===== config.mk =====
export PLATFORM = sky130hd
export DESIGN_NAME = inst_predecode_queue
export DESIGN_NICKNAME = d
export VERILOG_FILES = /design/src/rtl/inst_predecode_queue.sv
export SDC_FILE = /design/constraint.sdc
export NUM_CORES = 1
export LEC_CHECK = 0
export CORE_UTILIZATION = 44
export DETAILED_ROUTE_END_ITERATION = 10
export PLACE_DENSITY = 0.73
export SYNTH_ARGS = -nofsm -noshare
export SYNTH_HDL_FRONTEND = slang
export SYNTH_SLANG_ARGS = --single-unit

===== constraint.sdc =====
create_clock -name clk -period 10 [get_ports clk]
set_input_delay 1.5 -clock clk [delete_from_list [all_inputs] [get_ports clk]]
set_output_delay 1.5 -clock clk [all_outputs]
set_load 0.05 [all_outputs]

===== src/rtl/inst_predecode_queue.sv =====
// Instruction queue that classifies each word as it is written.
// Multi-slot enqueue at the tail, multi-slot presentation at the head.
module inst_predecode_queue #(
  parameter int FETCH_W    = 2,
  parameter int ISSUE_W    = 2,
  parameter int DEPTH      = 8,
  parameter int ENABLE_EXT = 0
) (
  input  logic                       clk,
  input  logic                       rst,
  input  logic                       flush,
  input  logic [FETCH_W-1:0]         in_valid,
  input  logic [32*FETCH_W-1:0]      in_inst,
  input  logic [32*FETCH_W-1:0]      in_pc,
  output logic                       in_ready,
  output logic [ISSUE_W-1:0]         out_valid,
  output logic [32*ISSUE_W-1:0]      out_inst,
  output logic [32*ISSUE_W-1:0]      out_pc,
  output logic [4*ISSUE_W-1:0]       out_class,
  input  logic [$clog2(ISSUE_W):0]   deq_num,
  output logic [$clog2(DEPTH):0]     count
);

  localparam int AW = $clog2(DEPTH);
  localparam int CW = AW + 1;
  localparam logic EXT = (ENABLE_EXT != 0);

  localparam logic [3:0] C_ILL  = 4'd0;
  localparam logic [3:0] C_ALUR = 4'd1;
  localparam logic [3:0] C_ALUI = 4'd2;
  localparam logic [3:0] C_BR   = 4'd3;
  localparam logic [3:0] C_RBR  = 4'd4;
  localparam logic [3:0] C_RLNK = 4'd5;
  localparam logic [3:0] C_J    = 4'd6;
  localparam logic [3:0] C_JAL  = 4'd7;
  localparam logic [3:0] C_JR   = 4'd8;
  localparam logic [3:0] C_JALR = 4'd9;
  localparam logic [3:0] C_LD   = 4'd10;
  localparam logic [3:0] C_ST   = 4'd11;

  function automatic logic [3:0] classify(input logic [31:0] w);
    logic [5:0] op;
    logic [5:0] fn;
    logic [4:0] rt;
    logic [3:0] c;
    op = w[31:26];
    fn = w[5:0];
    rt = w[20:16];
    c  = C_ILL;
    case (op)
      6'h00:
        case (fn)
          6'h20, 6'h21, 6'h22, 6'h24,
          6'h25, 6'h26, 6'h27: c = C_ALUR;
          6'h08: c = C_JR;
          6'h09: c = C_JALR;
          6'h00, 6'h02, 6'h03, 6'h04,
          6'h06, 6'h07, 6'h2a, 6'h2b:
            if (EXT) c = C_ALUR;
          default: c = C_ILL;
        endcase
      6'h01:
        case (rt)
          5'h00, 5'h01: c = C_RBR;
          5'h10, 5'h11: c = C_RLNK;
          default:      c = C_ILL;
        endcase
      6'h02: c = C_J;
      6'h03: c = C_JAL;
      6'h04, 6'h05, 6'h06, 6'h07: c = C_BR;
      6'h08, 6'h0c, 6'h0d, 6'h0e: c = C_ALUI;
      6'h0a, 6'h0b, 6'h0f:
        if (EXT) c = C_ALUI;
      6'h20, 6'h21, 6'h23, 6'h24, 6'h25:
        if (EXT) c = C_LD;
      6'h28, 6'h29, 6'h2b:
        if (EXT) c = C_ST;
      default: c = C_ILL;
    endcase
    return c;
  endfunction

  logic [31:0]   mem_inst [DEPTH];
  logic [31:0]   mem_pc   [DEPTH];
  logic [3:0]    mem_cls  [DEPTH];
  logic [AW-1:0] head;
  logic [AW-1:0] tail;
  logic [CW-1:0] free_n;
  logic [CW-1:0] n_acc;
  logic [CW-1:0] n_deq;
  logic [CW-1:0] deq_ext;
  logic [CW-1:0] lim;
  logic          run;

  assign free_n   = CW'(DEPTH) - count;
  assign in_ready = free_n >= CW'(FETCH_W);

  // Only the leading run of valid slots is taken.
  always_comb begin
    n_acc = '0;
    run   = in_ready;
    for (int i = 0; i < FETCH_W; i++) begin
      run = run & in_valid[i];
      if (run) n_acc = n_acc + CW'(1);
    end
  end

  always_comb begin
    deq_ext = CW'(deq_num);
    lim     = (count < CW'(ISSUE_W)) ? count : CW'(ISSUE_W);
    n_deq   = (deq_ext < lim) ? deq_ext : lim;
  end

  always_ff @(posedge clk) begin
    for (int i = 0; i < FETCH_W; i++) begin
      if (!rst && !flush && CW'(i) < n_acc) begin
        mem_inst[tail + AW'(i)] <= in_inst[32*i +: 32];
        mem_pc[tail + AW'(i)]   <= in_pc[32*i +: 32];
        mem_cls[tail + AW'(i)]  <= classify(in_inst[32*i +: 32]);
      end
    end
  end

  always_ff @(posedge clk) begin
    if (rst || flush) begin
      head  <= '0;
      tail  <= '0;
      count <= '0;
    end else begin
      head  <= head + AW'(n_deq);
      tail  <= tail + AW'(n_acc);
      count <= count + n_acc - n_deq;
    end
  end

  always_comb begin
    out_valid = '0;
    out_inst  = '0;
    out_pc    = '0;
    out_class = '0;
    for (int i = 0; i < ISSUE_W; i++) begin
      if (count > CW'(i)) begin
        out_valid[i]        = 1'b1;
        out_inst[32*i +: 32] = mem_inst[head + AW'(i)];
        out_pc[32*i +: 32]   = mem_pc[head + AW'(i)];
        out_class[4*i +: 4]  = mem_cls[head + AW'(i)];
      end
    end
  end

endmodule


==> reports/results.tsv, run 1 <==
stage	metric	value	unit
cts	cts.sinks	554	
placed_design	place_inst	3171	
drt	first_pass_iters	5	
drt	drt_iter0_markers	1705	
timing	max_freq	0.163	GHz
logic_synthesis	yosys.area.top_type_share	50.4	%
hold_path	holdCritPathClass	flop to flop	
floorplanning	fp.dieH	273	um
timing	finClkSkew	0.0403	ns
logic_synthesis	synthTopCellsByCount	544 x edfxtp_1, 428 x mux2_2, 272 x mux4_2	
logic_synthesis	synth_edf_count	544	
run_status	status	finished clean	
timing	report.final.slew_viol_count	0	
timing	tightest_slew	1.23	ns
logic_synthesis	yosysSeqAreaShare	51.1	%
cts	cts_hold_buf	0	
floorplanning	die_area	0.0747	mm^2
drt	drtAntennaViolNets	0	
timing	timing.final.crit_share	61.2	%
setup_path	worstSetupPathType	flop to output pin	
layout	fillCellCount	5918	
cts	cts-htree-levels	2	
setup_path	worst-endpoint-arrival	4.62	ns
logic_synthesis	syn_area	0.0324	mm^2
placed_design	gp_congestion	0.788	
timing	relSlewSlack	17.9	%
cts	cts_resized	0	
global_routing	grt_pass1_vias	21842	
global_routing	antenna_found_initial	15	
setup_path	crit_path_end_kind	output pin	
layout	nets	2428	
placed_design	place_ws	4.42	ns
layout	areaGrowthSynthToFinish	16.8	%
timing	setup_viol	0	
layout	drive_gt1_share	36.0	%
floorplanning	die_x	273	um
setup_path	cp.required	8.50	ns
drt	wire_per_inst	28.5	um
logic_synthesis	yosys-top-cells-area	edfxtp_1 50%, mux4_2 19%, mux2_2 15%	
timing	worst_hold_slack	0.749	ns
cts	cts_max_path_buffers	3	
logic_synthesis	synth.avg_cell_area	15.5	um^2
placed_design	portBuffers	277	
drt	drc	0	
layout	fin_cells	3291	
logic_synthesis	synth_top_flop_cell	edfxtp_1	
logic_synthesis	yosysUniqueCellTypes	50	
logic_synthesis	yosysWarnings	0	
global_routing	grtUsageTotal	25.0	%
cts	clk_latency	0.64	ns
cts	cts_buffers	61	
floorplanning	core	0.0728	mm^2
floorplanning	start_util	44.5	%
setup_path	start_kind	flop	
timing	tns	0	ns
cts	cts_tree	yes	
drt	routed_via_density	6.29	
logic_synthesis	synth.net_count	2237	
timing	post-route-min-period	6.12	ns
logic_synthesis	synth_most_common_cell	edfxtp_1	
timing	hold_viol_final	0	
logic_synthesis	syn_inst	2084	
logic_synthesis	synth_area_leader_cell	edfxtp_1	
flow_run	maxCapViolCount	0	
cts	cts_root_buf	clkbuf_16	
logic_synthesis	async_reset_ff_share	0	%
pwr	p_leak	12.0	nW
pwr	p_per_area	279	mW/mm^2
cts	cts.reportedPaths.clkPinSlew	0.06	ns
floorplanning	ioPinCount	278	
drt	vias	20703	
cts	postCtsSetupRepairBufs	0	
global_routing	grt_pass1_wl	139	mm
setup_path	path_max_fanout	44	
logic_synthesis	ys_ff_latch	554	
pwr	power	0.0106	W
floorplanning	num_rows	99	
timing	setup_slack	3.88	ns
drt	wl	93.8	mm
placed_design	dp_hpwl	53.5	mm
global_routing	grt_start_max_net_pins	141	
timing	rsz0062_at_grt	no	
global_routing	overflow	0	
pwr	irDropWorstVdd	284	uV
[final timing paths]
kind	from	endpoint	slack, ns	depth (start not counted)
worst max register to register	count[0]$_SDFF_PP0_	mem_pc[6][19]$_DFFE_PP_	5.77	7
worst max-delay path	head[1]$_SDFF_PP0_	out_inst[35]	3.88	6
worst min register to register	count[3]$_SDFF_PP0_	count[3]$_SDFF_PP0_	0.75	4
worst min-delay path	count[3]$_SDFF_PP0_	count[3]$_SDFF_PP0_	0.75	4
[stage by stage]
| stage | area, um^2 | util (%) |
|---|---|---|
| floorplan | 32400 | - |
| global placement | 35900 | 49.4 |
| detailed placement | 35900 | 49.4 |
| CTS | 37800 | 51.9 |
| global route | 37800 | 51.9 |
| finish | 37800 | 51.9 |
[flip-flops by register name, indices dropped and copies added (netlist names)]
register and cells:
tail 3, count 4, mem_cls 32, mem_pc 256
mem_inst 256, head 3
[worst max-delay path, stage by stage (launching register included)]
cell and delay, ns:
dfxtp_4 0.46, ha_4 0.91, buf_4 0.88, mux4_2 0.37, nand2_1 0.05, a21oi_1 0.42, clkdlybuf4s50_1 0.90
[cell families (layout without fill, tap and decap cells)]
| kind of cell | Yosys count | after routing | share of synthesized area (%) |
|---|---|---|---|
| AO/OA/AOI/OAI | 141 | 141 | 2.32 |
| XOR/XNOR | 9 | 9 | 0.243 |
| adder cells (fa/ha/maj) | 18 | 18 | 0.788 |
| buffers and inverters | 203 | 444 | 2.96 |
| flip-flops | 554 | 554 | 51.1 |
| multiplexers | 844 | 844 | 38.5 |
| other | 0 | 7 | 0 |
| AND/OR/NAND/NOR | 315 | 315 | 4.12 |
[power breakdown]
part           switching, W  internal, W
Sequential        0.0000683      0.00264
Combinational       0.00369      0.00202
Clock              0.000937      0.00120
Total               0.00469      0.00586
[layout make-up]
| class | count | area (um^2) | area share [%] |
|---|---|---|---|
| clock buffers | 82 | 1650 | 4.36 |
| clock inverters | 31 | 200 | 0.529 |
| well taps | 959 | 1200 | 3.17 |
| repair buffers | 313 | 3070 | 8.11 |
| multi-input cells | 1327 | 15100 | 39.8 |
| flip-flops and latches | 554 | 16500 | 43.8 |
| inverters | 18 | 67.6 | 0.179 |
| diodes | 7 | 17.5 | 0.0463 |
[metal layers]
metal	vias up	global-route usage (%)	part of all wire, %
li1	8743	-	-
met3	191	5.05	8.7
met5	-	0	0.14
met1	10788	31.6	38
met2	963	43.1	50
met4	18	7.59	3.0
[placed cells by master (no fill, tap or decap), types with 38 or more instances in the layout]
cell type	instances
a21oi_1	82
clkdlybuf4s50_1	277
nand2_1	179
mux2_2	428
mux4_2	272
mux2i_1	76
o21ai_0	38
mux2_1	68
clkbuf_16	63
nor2_1	92
edfxtp_1	544
(Power assumes the default switching activity.)
==> inputs of run 2 (changes only) <==
Settings changed: PLACE_DENSITY 0.73 to 0.7.
Clock period 10 ns to 6.1 ns, I/O delays scaled along.
==> run 2 against run 1 <==
Effect of this change:
- sequential power increased by 63%
- register-to-register slack got worse by 3.7 ns
- routed wire length up 2.7%
- clock-buffer cell count fell by 3
- critical endpoint is now out_class[6]
- worst hold slack improved by 0.0038 ns
==> reports/results.tsv, run 2 (synthesized netlist as in run 1, its figures left out) <==
stage	metric	value	unit	change
cts	clk_latency	0.63	ns	about the same
global_routing	antenna_found_initial	18		+3
floorplanning	die_area	0.0747	mm^2	unchanged
layout	final_cell_mix	544 x edfxtp_1, 428 x mux2_2, 277 x clkdlybuf4s50_1		
setup_path	r2r-end	mem_pc[0][30]$_DFFE_PP_		
timing	max_freq	0.207	GHz	
timing	relSlewSlack	24.4	%	+6.5 points
layout	drive_gt1_share	36.1	%	+0.086 points
cts	cts_buffers	61		unchanged
timing	post-route-min-period	4.84	ns	
floorplanning	die_x	273	um	unchanged
drt	wl	96.3	mm	+2.7%
setup_path	worst-endpoint-arrival	3.92	ns	-0.70 ns
hold_path	whs_path_depth	2		-2
setup_path	reg2regPathDepth	8		+1
cts	cts_root_buf	clkbuf_16		
layout	mostFrequentLayoutCell	edfxtp_1		
setup_path	crit_slowest_cell	clkdlybuf4s50_1		
setup_path	critPathBufInv	2		unchanged
floorplanning	core	0.0728	mm^2	unchanged
cts	postCtsSetupRepairBufs	0		unchanged
pwr	irDropWorstVdd	545	uV	+92%
placed_design	dp_hpwl	54.5	mm	+1.8%
run_status	status	finished clean		
timing	setup_slack	1.26	ns	-2.61 ns
layout	nets	2433		+0.21%
setup_path	worstSetupPathType	flop to output pin		
timing	setup_viol	0		unchanged
floorplanning	start_util	44.5	%	unchanged
timing	rsz0062_at_grt	no		
global_routing	grt_pass1_wl	141	mm	+1.5%
layout	top_regs	mem_inst (256), mem_pc (256), mem_cls (32)		
placed_design	place_inst	3176		+0.16%
setup_path	start_kind	flop		
drt	drc	0		unchanged
timing	report.final.slew_viol_count	0		unchanged
floorplanning	num_rows	99		unchanged
drt	wire_per_inst	29.3	um	+2.7%
setup_path	crit_path_end_kind	output pin		
timing	tns	0	ns	unchanged
timing	hold_viol_final	0		unchanged
cts	cts_resized	0		unchanged
cts	cts.reportedPaths.clkPinSlew	0.06	ns	about the same
drt	vias	20718		+0.072%
timing	tightest_slew	1.13	ns	-0.102 ns
timing	finClkSkew	0.0179	ns	-0.0225 ns
drt	drt_iter0_markers	1933		+13%
floorplanning	ioPinCount	278		unchanged
setup_path	cp.required	5.18	ns	-3.32 ns
flow_run	maxCapViolCount	0		unchanged
placed_design	portBuffers	277		unchanged
cts	cts_tree	yes		
drt	routed_via_density	6.30		+0.10%
global_routing	grt_pass1_vias	21783		-0.27%
cts	cts-htree-levels	2		unchanged
timing	timing.final.crit_share	79.3	%	
hold_path	hp-start	tail[2]$_SDFF_PP0_		
cts	cts_max_path_buffers	3		unchanged
pwr	p_leak	12.1	nW	+0.47%
layout	areaGrowthSynthToFinish	17.3	%	
hold_path	holdCritPathClass	flop to flop		
global_routing	grt_start_max_net_pins	141		unchanged
setup_path	path_max_fanout	59		+34%
cts	cts.sinks	554		unchanged
layout	fillCellCount	5925		+0.12%
hold_path	hold_end	tail[2]$_SDFF_PP0_		
placed_design	place_ws	1.93	ns	-2.49 ns
drt	first_pass_iters	5		unchanged
placed_design	gp_congestion	0.788		unchanged
setup_path	regToRegStartpoint	count[0]$_SDFF_PP0_		
floorplanning	fp.dieH	273	um	unchanged
setup_path	crit_family	buffers and inverters		
global_routing	grtUsageTotal	25.7	%	+0.67 points
cts	cts_hold_buf	0		unchanged
global_routing	overflow	0		unchanged
setup_path	r2r_slack	2.05	ns	-3.72 ns
setup_path	max_stage_delay	0.92	ns	about the same
layout	fin_cells	3290		-0.030%
setup_path	cp_cell_sequence	xnor2_2 > buf_12 > nand2_1 > a21oi_1 > clkdlybuf4s50_1		
pwr	p_per_area	457	mW/mm^2	+64%
drt	drtAntennaViolNets	0		unchanged
==> run 2: changes by cell type in the layout (fill, tap and decap cells not counted), sizes merged <==
cell,change
diode,-1
buf,+5
inv,-2
clkbuf,-3
clkinv,+1
clkinvlp,-1
==> run 2: cell type report <==
type | count | area (um^2) | area share, %
Antenna cell | 6 | 15.0 | 0.0395
Inverter | 18 | 67.6 | 0.178
Clock buffer | 79 | 1620 | 4.25
Timing Repair Buffer | 318 | 3270 | 8.60
Sequential cell | 554 | 16500 | 43.6
Clock inverter | 29 | 188 | 0.494
Tap cell | 959 | 1200 | 3.16
Multi-Input combinational cell | 1327 | 15100 | 39.7
==> run 2: power breakdown <==
part	internal (W)	switching (W)
combinational	0.00336	0.00612
clock	0.00193	0.00153
sequential	0.00434	0.0000903
==> run 2: tightest hold or removal path, cell delays in order (launching register included) <==
cell and delay [ns]:
dfxtp_1 0.45, xnor2_1 0.22, nor2_1 0.04
==> run 2: worst max-delay path by stage <==
stage	depth (start not counted)	slack [ns]	endpoint	startpoint
final	5	1.26	out_class[6]	head[2]$_SDFF_PP0_
after floorplan	7	-1.12	mem_cls[4][0]$_DFFE_PP_	count[0]$_SDFF_PP0_
after global placement	6	1.98	mem_pc[7][25]$_DFFE_PP_	flush
after CTS	6	1.29	out_inst[33]	head[0]$_SDFF_PP0_
after detailed placement	6	1.93	mem_pc[7][26]$_DFFE_PP_	flush
after global routing	6	1.21	out_pc[54]	head[0]$_SDFF_PP0_
==> run 2: through the flow <==
stage          total power, W  cell area [um^2]  hold slack (ns)  utilization [%]
6_report               0.0174             38000            0.752             52.2
5_1_grt                0.0180             38000            0.776             52.1
4_1_cts                0.0175             38000            0.748             52.1
3_5_place_dp           0.0140             36200            0.730             49.7
3_3_place_gp           0.0140             36200            0.715             49.7
2_1_floorplan          0.0108             32400            0.578                -
==> run 2: per-layer routing <==
| metal | wire length (um) | vias up | track usage [%] |
|---|---|---|---|
| li1 | - | 8736 | - |
| met1 | 37400 | 10865 | 32.9 |
| met2 | 48600 | 914 | 44.3 |
| met3 | 7750 | 175 | 5.04 |
| met4 | 2380 | 28 | 6.97 |
| met5 | 175 | - | 0 |
==> RTL change, RTL diff (config.mk and constraints of run 1) <==
`ISSUE_W`: 2 -> 4.
--- a/src/rtl/inst_predecode_queue.sv
+++ b/src/rtl/inst_predecode_queue.sv
@@ -3,5 +3,5 @@
 module inst_predecode_queue #(
   parameter int FETCH_W    = 2,
-  parameter int ISSUE_W    = 2,
+  parameter int ISSUE_W    = 4,
   parameter int DEPTH      = 8,
   parameter int ENABLE_EXT = 0
Ports: changed (5 resized); port bits go from 278 to 417. No check against the original RTL was run, so the function may have changed too.
==> RTL change against run 1 <==
Setup slack got worse by 1300 ps. Largest power group unchanged. Cell count rose by 52%. Largest cell class is now multi-input combinational cells. Wire length up 57%. Sequential cell count unchanged. Count of clock-buffer cells in the layout down 7. Cell area is 25% higher. Critical endpoint is now out_pc[99]. Total power increased by 9.8%. Clock power increased by 2%. Utilization fell by 0.40 points. Area after synthesis rose by 27%. Critical path type unchanged. Hold slack got worse by 120 ps.
==> RTL change: results (changes against run 1) <==
Clocking
  • Inserted Clock Buffers: 59 (-3.3%)
  • Clock latency at the later pin of the worst-skew pair: 620 ps (-20 ps)
  • Clk pin slew, worst setup/hold paths: 60 ps (about the same)
  • Clock root cell: clkbuf_16
  • H-Tree Depth: 2 (unchanged)
  • Post-cts sizing count: 0 (unchanged)
  • Clock buffer depth: 3 (unchanged)
  • Post-CTS Setup Bufs: 0 (unchanged)

Synth
  • Synth Area in XOR/XNOR: 0.00234 (-0.0000899)
  • Synth Area in Compound Gates: 0.0371 (+0.0139)
  • Primary FF master, synth: edfxtp_1
  • Fraction of the mapped netlist area in adder cells: 0.00651 (-0.00137)
  • Main area contributors after synthesis: edfxtp_1 (40%), mux4_2 (30%), nand2_1 (13%)
  • YS warnings: 0 (unchanged)
  • Post-synthesis net count: 3736 (+67%)
  • Post-synth EDFFs: 544 (unchanged)
  • Post-synthesis mux area share: 0.350 (-0.0349)
  • Commonest cells post-synth: nand2_1 (1401), edfxtp_1 (544), mux4_2 (544)
  • Post-synth cell types: 54 (+8.0%)
  • Sequential fraction of the synthesis area: 0.402 (-0.108)
  • Ys async rst share: 0 (unchanged)

GRT
  • Routing usage on met2: 0.493 (+0.0613)
  • M3 GR Usage: 0.0718 (+0.0213)
  • Gr usage total: 0.308 (+0.0581)
  • Largest net degree at the start of global routing: 152 (+7.8%)
  • Wire length of the first global-routing pass: 215 mm (+54%)
  • Vias in the first global route: 32100 (+47%)
  • M1 GR Usage: 0.382 (+0.0663)
  • Antenna violations before repair: 23 (+8)

Pwr
  • Maximum vdd drop: 0.240 mV (-15%)
  • LEAKAGE: 0.0166 uW (+39%)

Routing
  • Wire length per cell: 29.5 um (+3.5%)
  • Initial drt markers: 4169 (+140%)
  • DRT Pass-1 Iters: 8 (+3)
  • Vias per inst: 6.57 (+4.4%)

Critical path
  • Slowest CP cell: dfxtp_4
  • CP max stage delay: 1020 ps (+110 ps)
  • Crit-path max FO: 93 (+110%)
  • Arrival time worst endpoint: 5890 ps (+1270 ps)

Final layout
  • Nets: 3841 (+58%)
  • Fillers: 7708 (+30%)
  • Layout cells sized above 1: 0.204 (-0.156)
  • Top Registers: mem_inst: 256 flops, mem_pc: 256 flops, mem_cls: 32 flops

Place
  • Port buffer count: 416 (+50%)
  • DPL Wire Length: 91.6 mm (+71%)
  • GPL Wtd Cong: 0.917 (+16%)
  • Placement Cell Area: 0.0455 mm^2 (+27%)

Run
  • Max-Cap Viols: 0 (unchanged)

STA
  • Clk_skew: 17.7 ps (-22.6 ps)
  • Headroom to the max-slew limit: 0.153 (-0.0258)

Status
  • Status: finished, final reports clean

Hold path
  • Worst Hold Class: register to register
## RTL change: cell count changes in the layout (fill, tap and decap cells not counted), moves of 5 or more
| cell | before | now |
|---|---|---|
| nand2_1 | 179 | 1401 |
| mux2_2 | 428 | 23 |
| mux4_2 | 272 | 544 |
| clkdlybuf4s50_1 | 277 | 416 |
| a22o_1 | 0 | 136 |
| a21oi_1 | 82 | 5 |
| mux2i_1 | 76 | 152 |
| mux2_1 | 68 | 0 |
| nor2_1 | 92 | 154 |
| mux2_4 | 0 | 24 |
| buf_4 | 34 | 53 |
| diode_2 | 7 | 19 |
| o21ai_0 | 38 | 30 |
| and3_4 | 0 | 5 |
## RTL change: layout make-up
class | count | area share
antenna | 19 | 0.00100
clock buffer | 75 | 0.0324
clock inverter | 33 | 0.00673
inverter | 17 | 0.00161
multi-input combinational | 2584 | 0.480
sequential | 554 | 0.349
tap | 1243 | 0.0328
timing repair buffer | 470 | 0.0966
## RTL change: cells by family after synthesis
kind of cell             after synthesis
multiplexers                         743
AND/OR/NAND/NOR                     1615
adder cells (fa/ha/maj)               19
XOR/XNOR                              11
buffers and inverters                443
flip-flops                           554
AO/OA/AOI/OAI                        196
## RTL change: routing by layer
layer  part of all wire  routed length [um]
met1               0.34               49500
met3               0.13               18500
met2               0.48               70100
met5            0.00042                  62
met4              0.063                9220
## RTL change: path summary, 6_finish.rpt
check	startpoint	end	slack (ps)	cells past startpoint
max reg2reg	count[0]$_SDFF_PP0_	mem_pc[0][8]$_DFFE_PP_	5810	8
min	tail[2]$_SDFF_PP0_	tail[2]$_SDFF_PP0_	620	2
min reg2reg	tail[2]$_SDFF_PP0_	tail[2]$_SDFF_PP0_	620	2
max	head[0]$_SDFF_PP0_	out_pc[99]	2610	8
## RTL change: power by group
| part | leakage [uW] | total [uW] | internal [uW] | switching, uW |
|---|---|---|---|---|
| clock network | 0.000895 | 2180 | 1240 | 941 |
| registers | 0.00501 | 2770 | 2640 | 127 |
| logic | 0.0107 | 6640 | 2420 | 4220 |
| total | 0.0166 | 11600 | 6300 | 5280 |
## RTL change: critical path, delay by kind of cell, from the launching register on
kind / cells / cell delay (ps)
AOI/OAI and AO/OA: 1 / 300
xor gates and xnor gates: 1 / 150
adders and majority gates: 1 / 480
buffers and inverters: 4 / 2650
DFF: 1 / 1020
muxes: 1 / 420
## RTL change: stage by stage
| stage | instances | util | hold slack [ps] | setup slack (ps) |
|---|---|---|---|---|
| after floorplan | 3581 | - | 562 | 2310 |
| after global routing | 4993 | 0.515 | 664 | 2220 |
| final | 4995 | 0.515 | 625 | 2610 |
| after global placement | 4868 | 0.495 | 607 | 3320 |
| after detailed placement | 4868 | 0.495 | 613 | 3200 |
| after CTS | 4976 | 0.515 | 627 | 2510 |
